==> src/rtl/id_ex_stage_reg_if.sv <==
// ID/EX stage bus: ID-side decoded fields in, EX-side registered copies and stall/perf status out.
// The ID side (decoder, hazard consumer) uses the master modport; the pipeline register uses slave.
interface id_ex_stage_reg_if #(
  parameter int DATA_W = 32,
  parameter int REG_W  = 5,
  parameter int ALUC_W = 4,
  parameter int CNT_W  = 16
);
  logic              id_valid;
  logic [31:0]       ifid_out;
  logic              id_uses_rt;
  logic [REG_W-1:0]  mux_id_out;
  logic              id_wreg;
  logic              id_m2reg;
  logic              id_wmem;
  logic              id_aluimm;
  logic [ALUC_W-1:0] id_aluc;
  logic [DATA_W-1:0] id_qa;
  logic [DATA_W-1:0] id_qb;
  logic [DATA_W-1:0] id_imm;
  logic              flush;
  logic              ex_hold;

  logic              hazard_stall;
  logic              ex_valid;
  logic              ex_wreg;
  logic              ex_m2reg;
  logic              ex_wmem;
  logic              ex_aluimm;
  logic [ALUC_W-1:0] ex_aluc;
  logic [REG_W-1:0]  ex_dest;
  logic [REG_W-1:0]  ex_rs;
  logic [REG_W-1:0]  ex_rt;
  logic [DATA_W-1:0] ex_qa;
  logic [DATA_W-1:0] ex_qb;
  logic [DATA_W-1:0] ex_imm;
  logic [CNT_W-1:0]  bubble_cnt;
  logic [CNT_W-1:0]  flush_cnt;

  modport master (
    output id_valid, ifid_out, id_uses_rt, mux_id_out, id_wreg, id_m2reg, id_wmem,
           id_aluimm, id_aluc, id_qa, id_qb, id_imm, flush, ex_hold,
    input  hazard_stall, ex_valid, ex_wreg, ex_m2reg, ex_wmem, ex_aluimm, ex_aluc,
           ex_dest, ex_rs, ex_rt, ex_qa, ex_qb, ex_imm, bubble_cnt, flush_cnt
  );

  modport slave (
    input  id_valid, ifid_out, id_uses_rt, mux_id_out, id_wreg, id_m2reg, id_wmem,
           id_aluimm, id_aluc, id_qa, id_qb, id_imm, flush, ex_hold,
    output hazard_stall, ex_valid, ex_wreg, ex_m2reg, ex_wmem, ex_aluimm, ex_aluc,
           ex_dest, ex_rs, ex_rt, ex_qa, ex_qb, ex_imm, bubble_cnt, flush_cnt
  );
endinterface

==> src/rtl/id_ex_stage_reg.sv <==
// ID/EX pipeline register with load-use bubble insertion, flush and EX hold.
// Optional perf counters (bubble_cnt, flush_cnt) are built only when ID_EX_PERF_EN is defined.
module id_ex_stage_reg #(
  parameter int DATA_W = 32,
  parameter int REG_W  = 5,
  parameter int ALUC_W = 4,
  parameter int CNT_W  = 16
) (
  input logic               clk,
  input logic               rst,
  id_ex_stage_reg_if.slave  bus
);

  typedef struct packed {
    logic              valid;
    logic              wreg;
    logic              m2reg;
    logic              wmem;
    logic              aluimm;
    logic [ALUC_W-1:0] aluc;
    logic [REG_W-1:0]  dest;
    logic [REG_W-1:0]  rs;
    logic [REG_W-1:0]  rt;
    logic [DATA_W-1:0] qa;
    logic [DATA_W-1:0] qb;
    logic [DATA_W-1:0] imm;
  } stage_t;

  stage_t           ex_q;
  stage_t           ex_d;
  logic [REG_W-1:0] id_rs;
  logic [REG_W-1:0] id_rt;
  logic             hazard;

  assign id_rs = REG_W'(bus.ifid_out[25:21]);
  assign id_rt = REG_W'(bus.ifid_out[20:16]);

  // A bubble clears ex_m2reg, so a single load can never stall the same consumer twice.
  assign hazard = ex_q.valid & ex_q.m2reg & ex_q.wreg & (ex_q.dest != '0) & bus.id_valid &
                  ((ex_q.dest == id_rs) | (bus.id_uses_rt & (ex_q.dest == id_rt)));

  // NOTE: every field of ex_d is assigned before any branch so no latch is inferred.
  always_comb begin
    ex_d = ex_q;
    if (bus.ex_hold) begin
      ex_d = ex_q;
    end else if (bus.flush || hazard) begin
      ex_d = '0;
    end else begin
      ex_d.valid  = bus.id_valid;
      ex_d.wreg   = bus.id_valid & bus.id_wreg;
      ex_d.m2reg  = bus.id_valid & bus.id_m2reg;
      ex_d.wmem   = bus.id_valid & bus.id_wmem;
      ex_d.aluimm = bus.id_aluimm;
      ex_d.aluc   = bus.id_aluc;
      ex_d.dest   = bus.mux_id_out;
      ex_d.rs     = id_rs;
      ex_d.rt     = id_rt;
      ex_d.qa     = bus.id_qa;
      ex_d.qb     = bus.id_qb;
      ex_d.imm    = bus.id_imm;
    end
  end

  // NOTE: reset is synchronous and active-high; state updates use non-blocking assignments.
  always_ff @(posedge clk) begin
    if (rst) begin
      ex_q <= '0;
    end else begin
      ex_q <= ex_d;
    end
  end

  assign bus.hazard_stall = hazard;
  assign bus.ex_valid     = ex_q.valid;
  assign bus.ex_wreg      = ex_q.wreg;
  assign bus.ex_m2reg     = ex_q.m2reg;
  assign bus.ex_wmem      = ex_q.wmem;
  assign bus.ex_aluimm    = ex_q.aluimm;
  assign bus.ex_aluc      = ex_q.aluc;
  assign bus.ex_dest      = ex_q.dest;
  assign bus.ex_rs        = ex_q.rs;
  assign bus.ex_rt        = ex_q.rt;
  assign bus.ex_qa        = ex_q.qa;
  assign bus.ex_qb        = ex_q.qb;
  assign bus.ex_imm       = ex_q.imm;

`ifdef ID_EX_PERF_EN
  logic [CNT_W-1:0] bubble_q;
  logic [CNT_W-1:0] flush_q;
  logic             count_flush;
  logic             count_bubble;

  // Flush wins over a simultaneous hazard; nothing is counted while EX holds.
  assign count_flush  = ~bus.ex_hold & bus.flush;
  assign count_bubble = ~bus.ex_hold & ~bus.flush & hazard;

  always_ff @(posedge clk) begin
    if (rst) begin
      bubble_q <= '0;
      flush_q  <= '0;
    end else begin
      if (count_bubble && (bubble_q != '1)) bubble_q <= bubble_q + 1'b1;
      if (count_flush && (flush_q != '1))   flush_q  <= flush_q + 1'b1;
    end
  end

  assign bus.bubble_cnt = bubble_q;
  assign bus.flush_cnt  = flush_q;
`else
  assign bus.bubble_cnt = '0;
  assign bus.flush_cnt  = '0;
`endif

endmodule

==> src/flat_wrapper.sv <==
// flat-port wrapper written by rule: the top's interface ports become plain ports
module id_ex_stage_reg_flat 
#(
  parameter int DATA_W = 32,
  parameter int REG_W  = 5,
  parameter int ALUC_W = 4,
  parameter int CNT_W  = 16
)
  (clk, rst, bus_id_valid, bus_ifid_out, bus_id_uses_rt, bus_mux_id_out, bus_id_wreg, bus_id_m2reg, bus_id_wmem, bus_id_aluimm, bus_id_aluc, bus_id_qa, bus_id_qb, bus_id_imm, bus_flush, bus_ex_hold, bus_hazard_stall, bus_ex_valid, bus_ex_wreg, bus_ex_m2reg, bus_ex_wmem, bus_ex_aluimm, bus_ex_aluc, bus_ex_dest, bus_ex_rs, bus_ex_rt, bus_ex_qa, bus_ex_qb, bus_ex_imm, bus_bubble_cnt, bus_flush_cnt);
  id_ex_stage_reg_if #(.DATA_W(DATA_W), .REG_W(REG_W), .ALUC_W(ALUC_W), .CNT_W(CNT_W)) bus_i ();
  input logic clk;
  input logic rst;
  input wire logic [$bits(bus_i.id_valid)-1:0] bus_id_valid;
  input wire logic [$bits(bus_i.ifid_out)-1:0] bus_ifid_out;
  input wire logic [$bits(bus_i.id_uses_rt)-1:0] bus_id_uses_rt;
  input wire logic [$bits(bus_i.mux_id_out)-1:0] bus_mux_id_out;
  input wire logic [$bits(bus_i.id_wreg)-1:0] bus_id_wreg;
  input wire logic [$bits(bus_i.id_m2reg)-1:0] bus_id_m2reg;
  input wire logic [$bits(bus_i.id_wmem)-1:0] bus_id_wmem;
  input wire logic [$bits(bus_i.id_aluimm)-1:0] bus_id_aluimm;
  input wire logic [$bits(bus_i.id_aluc)-1:0] bus_id_aluc;
  input wire logic [$bits(bus_i.id_qa)-1:0] bus_id_qa;
  input wire logic [$bits(bus_i.id_qb)-1:0] bus_id_qb;
  input wire logic [$bits(bus_i.id_imm)-1:0] bus_id_imm;
  input wire logic [$bits(bus_i.flush)-1:0] bus_flush;
  input wire logic [$bits(bus_i.ex_hold)-1:0] bus_ex_hold;
  output wire logic [$bits(bus_i.hazard_stall)-1:0] bus_hazard_stall;
  output wire logic [$bits(bus_i.ex_valid)-1:0] bus_ex_valid;
  output wire logic [$bits(bus_i.ex_wreg)-1:0] bus_ex_wreg;
  output wire logic [$bits(bus_i.ex_m2reg)-1:0] bus_ex_m2reg;
  output wire logic [$bits(bus_i.ex_wmem)-1:0] bus_ex_wmem;
  output wire logic [$bits(bus_i.ex_aluimm)-1:0] bus_ex_aluimm;
  output wire logic [$bits(bus_i.ex_aluc)-1:0] bus_ex_aluc;
  output wire logic [$bits(bus_i.ex_dest)-1:0] bus_ex_dest;
  output wire logic [$bits(bus_i.ex_rs)-1:0] bus_ex_rs;
  output wire logic [$bits(bus_i.ex_rt)-1:0] bus_ex_rt;
  output wire logic [$bits(bus_i.ex_qa)-1:0] bus_ex_qa;
  output wire logic [$bits(bus_i.ex_qb)-1:0] bus_ex_qb;
  output wire logic [$bits(bus_i.ex_imm)-1:0] bus_ex_imm;
  output wire logic [$bits(bus_i.bubble_cnt)-1:0] bus_bubble_cnt;
  output wire logic [$bits(bus_i.flush_cnt)-1:0] bus_flush_cnt;
  assign bus_i.id_valid = bus_id_valid;
  assign bus_i.ifid_out = bus_ifid_out;
  assign bus_i.id_uses_rt = bus_id_uses_rt;
  assign bus_i.mux_id_out = bus_mux_id_out;
  assign bus_i.id_wreg = bus_id_wreg;
  assign bus_i.id_m2reg = bus_id_m2reg;
  assign bus_i.id_wmem = bus_id_wmem;
  assign bus_i.id_aluimm = bus_id_aluimm;
  assign bus_i.id_aluc = bus_id_aluc;
  assign bus_i.id_qa = bus_id_qa;
  assign bus_i.id_qb = bus_id_qb;
  assign bus_i.id_imm = bus_id_imm;
  assign bus_i.flush = bus_flush;
  assign bus_i.ex_hold = bus_ex_hold;
  assign bus_hazard_stall = bus_i.hazard_stall;
  assign bus_ex_valid = bus_i.ex_valid;
  assign bus_ex_wreg = bus_i.ex_wreg;
  assign bus_ex_m2reg = bus_i.ex_m2reg;
  assign bus_ex_wmem = bus_i.ex_wmem;
  assign bus_ex_aluimm = bus_i.ex_aluimm;
  assign bus_ex_aluc = bus_i.ex_aluc;
  assign bus_ex_dest = bus_i.ex_dest;
  assign bus_ex_rs = bus_i.ex_rs;
  assign bus_ex_rt = bus_i.ex_rt;
  assign bus_ex_qa = bus_i.ex_qa;
  assign bus_ex_qb = bus_i.ex_qb;
  assign bus_ex_imm = bus_i.ex_imm;
  assign bus_bubble_cnt = bus_i.bubble_cnt;
  assign bus_flush_cnt = bus_i.flush_cnt;
  id_ex_stage_reg #(.DATA_W(DATA_W), .REG_W(REG_W), .ALUC_W(ALUC_W), .CNT_W(CNT_W)) u_core (.clk(clk), .rst(rst), .bus(bus_i));
endmodule
==> config.mk <==
export PLATFORM = sky130hd
export DESIGN_NAME = id_ex_stage_reg_flat
export DESIGN_NICKNAME = d
export VERILOG_FILES = /design/src/rtl/id_ex_stage_reg_if.sv /design/src/rtl/id_ex_stage_reg.sv /design/src/flat_wrapper.sv
export SDC_FILE = /design/constraint.sdc
export NUM_CORES = 1
export LEC_CHECK = 0
export ABC_AREA = 1
export BUFFER_PORTS_ARGS = -buffer_cell sky130_fd_sc_hd__buf_2
export CAP_MARGIN = 20
export CORE_AREA = 4 4 116 118
export CTS_BUF_LIST = sky130_fd_sc_hd__clkbuf_2
export CTS_CLUSTER_SIZE = 25
export DETAILED_ROUTE_END_ITERATION = 6
export DIE_AREA = 0 0 120 122
export PLACE_DENSITY = 0.83
export SLEW_MARGIN = 5
export SYNTH_ARGS = -nofsm -noshare
export SYNTH_HDL_FRONTEND = slang
export SYNTH_SLANG_ARGS = --single-unit
==> constraint.sdc <==
create_clock -name clk -period 2.3 [get_ports clk]
set_input_delay 0.575 -clock clk [delete_from_list [all_inputs] [get_ports clk]]
set_output_delay 0.575 -clock clk [all_outputs]
set_load 0.01 [all_outputs]
==> impl_metrics.env, run 1 <==
export IMPL_design_area_mm2=0.00735
export IMPL_row_count=41
export IMPL_cts_root_buf="clkbuf_2"
export IMPL_port_buffers=245
export IMPL_via_count=5922
export IMPL_via_per_inst=4.69
export IMPL_io_pin_count=300
export IMPL_multi_input_area_mm2=0.00254
export IMPL_drtAntennaViolNets=0
export IMPL_drive_above_1_share_pct=30.5
export IMPL_grt_ovfl_total=0
export IMPL_crit_chain="inv_2, nand2_1, nand2_1, nor2_1, nand3_1, nand2_2, nand2_4, inv_2, buf_6"
export IMPL_worst_clock_skew_ns=0.0275
export IMPL_cp_max_fo=4
export IMPL_hold_path_class="in2reg"
export IMPL_leakage_nw=3.88
export IMPL_path_clk_slew_ns=0.18
export IMPL_peakVddDrop_uv=329
export IMPL_yosys_warnings=0
export IMPL_grtUsageTotal_pct=20.9
export IMPL_num_antenna_cells=0
export IMPL_first_pass_iters=5
export IMPL_final_util_pct=59.0
export IMPL_cts_sinks=120
export IMPL_cts_buffers=17
export IMPL_crit_type="reg2out"
export IMPL_place_congestion=0.772
export IMPL_antenna_found_initial=0
export IMPL_setup_viol=0
export IMPL_nFillCells=1221
export IMPL_required_ns=1.73
export IMPL_cts_tree="done"
export IMPL_dieArea_mm2=0.0146
export IMPL_yosysUniqueCellTypes=21
export IMPL_regArea_mm2=0.00241
export IMPL_synth_area_per_cell_um2=6.77
export IMPL_grt_pass1_vias=5290
export IMPL_h_tree_depth=4
export IMPL_syn_inst=862
export IMPL_rsz0062_at_grt="yes"
export IMPL_status="complete, no violations"
export IMPL_nets=1225
export IMPL_drtIter0Drc=459
export IMPL_place_area_mm2=0.00707
export IMPL_start_util_pct=46.8
export IMPL_drcViolationCount=0
export IMPL_timing_fmax_ghz=0.440
export IMPL_die_height_um=122
export IMPL_final_common_cell="buf_2"
export IMPL_seq_area_frac_synth_pct=41.2
export IMPL_die_w_um=120
export IMPL_synth_area_mm2=0.00583
export IMPL_crit_path_start_kind="register"
export IMPL_cts_path_max_buffers=2
export IMPL_postCtsHoldBufs=0
export IMPL_finalCritPeriodShare_pct=98.9
export IMPL_crit_path_end_kind="output pin"
export IMPL_drt_wirelength_per_cell_um=12.5
export IMPL_syn_to_final_growth_pct=26.0
export IMPL_hold_viol=0
export IMPL_critical_path_top_delay_family="simple AND/OR/NAND/NOR gates"
export IMPL_grt_max_degree=73
export IMPL_layout_common_cells="buf_2 (242), nand2_1 (144), nor2_1 (129)"
export IMPL_grt_pass1_wl_um=24700
export IMPL_cpMaxStageDelayCell="dfxtp_2"
export IMPL_maxCapViolCount=0
export IMPL_crit_arrival_ns=1.70
export IMPL_dpl_hpwl_um=11100
export IMPL_clk_latency_ns=0.67
export IMPL_powerDensity_mw_per_mm2=578
export IMPL_core_area_mm2=0.0125
export IMPL_drv_slew=0
export IMPL_postRouteWirelength_um=15800
export IMPL_worst_path_largest_cell_delay_ns=0.39
export IMPL_post_route_min_period_ns=2.27
export IMPL_path_buf_inv=3
export IMPL_ys_ff_latch=120
cells by family after synthesis:
| kind of cell | share of synthesized area [%] |
|---|---|
| and+or+nand+nor | 29.9 |
| buffers and inverters | 17.3 |
| AOI/OAI and AO/OA | 11.5 |
| DFF | 41.2 |
| xor gates and xnor gates | 0.150 |
| other | 0.0643 |
power by group:
group	internal, W	switching (W)
Clock	0.000598	0.000780
Sequential	0.00216	0.0000422
Combinational	0.000276	0.000393
worst min-delay path: stages:
cell     delay (ns)
buf_2          0.10
inv_1          0.04
nor2_1         0.03
nand3_1        0.06
a21oi_1        0.06
worst paths after layout:
| kind | startpoint | end | slack [ns] | cells past startpoint |
|---|---|---|---|---|
| hold reg to reg | u_core.bus.ex_imm[16] | u_core.bus.ex_imm[16] | 0.46 | 2 |
| setup reg to reg | u_core.bus.ex_dest[3] | u_core.bus.ex_m2reg | 0.46 | 9 |
| setup / recovery | u_core.bus.ex_dest[0] | bus_hazard_stall | 0.03 | 9 |
| hold / removal | bus_mux_id_out[3] | u_core.bus.ex_dest[3] | 0.20 | 5 |
synthesized netlist by cell type:
cell type,n,share of area [%]
buf_4,32,4.1
buf_2,18,1.5
inv_2,5,0.32
a21oi_1,109,9.4
a21oi_2,11,1.7
xnor2_1,1,0.15
o21ai_0,4,0.34
clkbuf_1,33,2.1
dfxtp_1,120,41
nand3_2,20,3.4
buf_12,1,0.34
buf_8,2,0.51
conb_1,1,0.064
inv_1,120,7.7
nand2_1,145,9.3
nand3_1,99,8.5
nand4_1,1,0.11
nand2_4,1,0.19
nor2_1,129,8.3
o21bai_1,1,0.13
buf_1,9,0.58
through the flow:
stage / instances / TNS (ns) / setup WS (ns) / hold slack [ns] / total power [W]
global route: 1263 / -0.198 / -0.198 / 0.0861 / 0.00449
CTS: 1263 / -0.0673 / -0.0673 / 0.103 / 0.00430
finish: 1263 / 0 / 0.0251 / 0.205 / 0.00425
global placement: 1228 / 0 / 0.289 / 0.441 / 0.00290
floorplan: 893 / 0 / 0.446 / 0.481 / 0.00268
detailed placement: 1228 / 0 / 0.238 / 0.446 / 0.00291
what timing repair did:
action	in CTS	in global routing
endpoints found under the hold margin	0	0
pin swaps	4	5
setup endpoints to repair	1	1
resized for setup	10	0
setup buffers	3	0
routing by layer:
metal | global-route usage, % | vias up | wire (um)
li1 | - | 3044 | -
met3 | 8.36 | 19 | 1360
met2 | 34.7 | 229 | 7580
met5 | 0 | - | 0
met4 | 7.02 | 0 | 205
met1 | 24.7 | 2630 | 6620
state kept, by name, summed over array words and instances, names as in the netlist:
signal                cells
u_core.bus.ex_qb         32
u_core.bus.ex_qa         32
u_core.bus.ex_rt          5
u_core.bus.ex_dest        5
u_core.bus.ex_m2reg       1
u_core.bus.ex_aluimm      1
u_core.bus.ex_imm        32
u_core.bus.ex_wreg        1
u_core.bus.ex_rs          5
u_core.bus.ex_wmem        1
u_core.bus.ex_aluc        4
u_core.bus.ex_valid       1
layout make-up:
| class | instances | share of cell area, % |
|---|---|---|
| multi-input combinational | 553 | 34.6 |
| tap | 172 | 2.93 |
| sequential | 120 | 32.8 |
| inverter | 125 | 6.42 |
| clock buffer | 20 | 1.36 |
| clock inverter | 12 | 1.80 |
| timing repair buffer | 261 | 20.1 |
(Power assumes the default switching activity.)
==> run 2: changes to the inputs <==
--- a/config.mk
+++ b/config.mk
@@ -7,13 +7,12 @@
 export LEC_CHECK = 0
 export ABC_AREA = 1
 export BUFFER_PORTS_ARGS = -buffer_cell sky130_fd_sc_hd__buf_2
-export CAP_MARGIN = 20
-export CORE_AREA = 4 4 116 118
+export CORE_MARGIN = 4
+export CORE_UTILIZATION = 50
 export CTS_BUF_LIST = sky130_fd_sc_hd__clkbuf_2
 export CTS_CLUSTER_SIZE = 25
 export DETAILED_ROUTE_END_ITERATION = 6
-export DIE_AREA = 0 0 120 122
-export PLACE_DENSITY = 0.83
+export PLACE_DENSITY = 0.88
 export SLEW_MARGIN = 5
 export SYNTH_ARGS = -nofsm -noshare
 export SYNTH_HDL_FRONTEND = slang
==> impl_metrics.env, run 2 (synthesis gave the netlist of run 1 again) <==
export IMPL_whs_path_depth=5
export IMPL_setup_viol=0
export IMPL_core_area_mm2=0.0114
export IMPL_worst_clock_skew_ns=0.0361
export IMPL_first_pass_iters=7
export IMPL_cts_root_buf="clkbuf_2"
export IMPL_crit_arrival_ns=1.70
export IMPL_worstHoldStart="bus_id_qb[31]"
export IMPL_row_count=39
export IMPL_fin_setup_tns_ns=0
export IMPL_p_sw_share_pct=27.4
export IMPL_crit_type="reg2out"
export IMPL_die_height_um=116
export IMPL_p_sw_w=0.00119
export IMPL_antenna_found_initial=1
export IMPL_status="complete, no violations"
export IMPL_peakVddDrop_uv=420
export IMPL_nFillCells=1044
export IMPL_syn_to_final_growth_pct=25.5
export IMPL_multi_input_area_mm2=0.00254
export IMPL_finalCritPeriodShare_pct=98.8
export IMPL_drt_wirelength_per_cell_um=12.3
export IMPL_rsz0062_at_grt="yes"
export IMPL_hold_viol=0
export IMPL_timing_fmax_ghz=0.440
export IMPL_power_w=0.00434
export IMPL_hold_end="u_core.bus.ex_qb[31]"
export IMPL_crit_path_end_kind="output pin"
export IMPL_cts_buffers=17
export IMPL_final_common_cell="buf_2"
export IMPL_p_int_w=0.00315
export IMPL_worstReg2RegEnd="u_core.bus.ex_wmem"
export IMPL_dieArea_mm2=0.0135
export IMPL_drtAntennaViolNets=0
export IMPL_h_tree_depth=4
export IMPL_hold_path_class="in2reg"
export IMPL_leakage_nw=3.88
export IMPL_grt_ovfl_total=0
export IMPL_io_pin_count=300
export IMPL_drv_slew=0
export IMPL_die_w_um=116
export IMPL_met3_usage_pct=8.20
export IMPL_reg2reg_depth=10
export IMPL_via_per_inst=4.78
export IMPL_powerDensity_mw_per_mm2=592
export IMPL_clk_latency_ns=0.67
export IMPL_grtUsageTotal_pct=21.8
export IMPL_drive_above_1_share_pct=30.6
export IMPL_worstReg2RegStart="u_core.bus.ex_dest[1]"
export IMPL_cts_tree="done"
export IMPL_post_route_min_period_ns=2.27
export IMPL_grt_max_degree=83
export IMPL_drcViolationCount=0
export IMPL_use_met1_pct=24.9
export IMPL_regArea_mm2=0.00242
export IMPL_cts_sinks=120
export IMPL_crit_path_start_kind="register"
export IMPL_timing_reg2reg_setup_slack_ns=0.55
export IMPL_path_clk_slew_ns=0.19
export IMPL_pwr_share_clk_pct=34.0
export IMPL_port_buffers=245
export IMPL_cts_path_max_buffers=2
export IMPL_top_usage_layer="met2"
export IMPL_postRouteWirelength_um=15200
export IMPL_grt_pass1_vias=5211
export IMPL_grtUsageMet2_pct=36.3
export IMPL_postCtsHoldBufs=0
export IMPL_place_congestion=0.782
export IMPL_required_ns=1.73
export IMPL_combPwrFrac_pct=15.2
export IMPL_start_util_pct=51.1
export IMPL_maxCapViolCount=0
export IMPL_layout_common_cells="buf_2 (242), nand2_1 (143), nor2_1 (129)"
export IMPL_nets=1223
export IMPL_p_seq_share_pct=50.8
export IMPL_cp_max_fo=5
export IMPL_grt_pass1_wl_um=23600
export IMPL_drtIter0Drc=450
export IMPL_dpl_hpwl_um=10500
export IMPL_via_count=5896
run 2: power by group through the flow:
stage | Sequential, W | Combinational (W) | Clock (W)
6_report | 0.00220 | 0.000659 | 0.00147
5_1_grt | 0.00222 | 0.000738 | 0.00163
4_1_cts | 0.00220 | 0.000662 | 0.00152
3_5_place_dp | 0.00225 | 0.000656 | 0
3_3_place_gp | 0.00224 | 0.000649 | 0
2_1_floorplan | 0.00229 | 0.000389 | 0
run 2: what timing repair did:
action / 4_1_cts / 5_1_grt
resized for setup: 13 / 0
endpoints found under the setup margin: 1 / 1
pin swaps: 4 / 5
gates cloned: 0 / 0
setup buffers: 2 / 1
run 2: worst max-delay path by stage:
| stage | cells past startpoint | to | start |
|---|---|---|---|
| 2_1_floorplan | 9 | bus_hazard_stall | bus_ifid_out[24] |
| 3_3_place_gp | 11 | u_core.bus.ex_wreg | bus_ifid_out[16] |
| 3_5_place_dp | 11 | u_core.bus.ex_wmem | bus_ifid_out[16] |
| 4_1_cts | 9 | bus_hazard_stall | u_core.bus.ex_dest[0] |
| 5_1_grt | 9 | bus_hazard_stall | u_core.bus.ex_dest[3] |
| 6_report | 9 | bus_hazard_stall | u_core.bus.ex_dest[0] |
run 2: layout make-up:
| class | count | area share [%] |
|---|---|---|
| multi-input combinational | 553 | 34.8 |
| sequential | 120 | 33.0 |
| timing repair buffer | 259 | 19.8 |
| inverter | 125 | 6.44 |
| tap | 143 | 2.44 |
| clock inverter | 11 | 2.10 |
| clock buffer | 21 | 1.44 |
| antenna | 1 | 0.0342 |
run 2: critical path, cell delays in order, from the launching register on:
cell and delay (ns):
dfxtp_4 0.40, inv_2 0.05, nand2_1 0.05, nand2_1 0.05, nor2_1 0.10, nand3_1 0.10, nand2_2 0.09, nand2_4 0.07
inv_2 0.05, buf_6 0.09
run 2: per-layer routing:
layer	vias up	wire, um
met4	0	312
met3	29	1520
li1	3030	-
met2	234	7290
met1	2603	6090
met5	-	0
run 2: stage by stage:
stage          worst slack (ns)  hold WS (ns)  cell area [um^2]  cells  utilization, %
2_1_floorplan             0.446         0.481              5950    893               -
3_3_place_gp              0.274         0.440              7010   1197            61.4
3_5_place_dp              0.251         0.450              7010   1197            61.4
4_1_cts                 -0.0782         0.106              7310   1231            64.0
5_1_grt                  -0.175         0.131              7320   1233            64.1
6_report                 0.0265         0.198              7320   1233            64.1
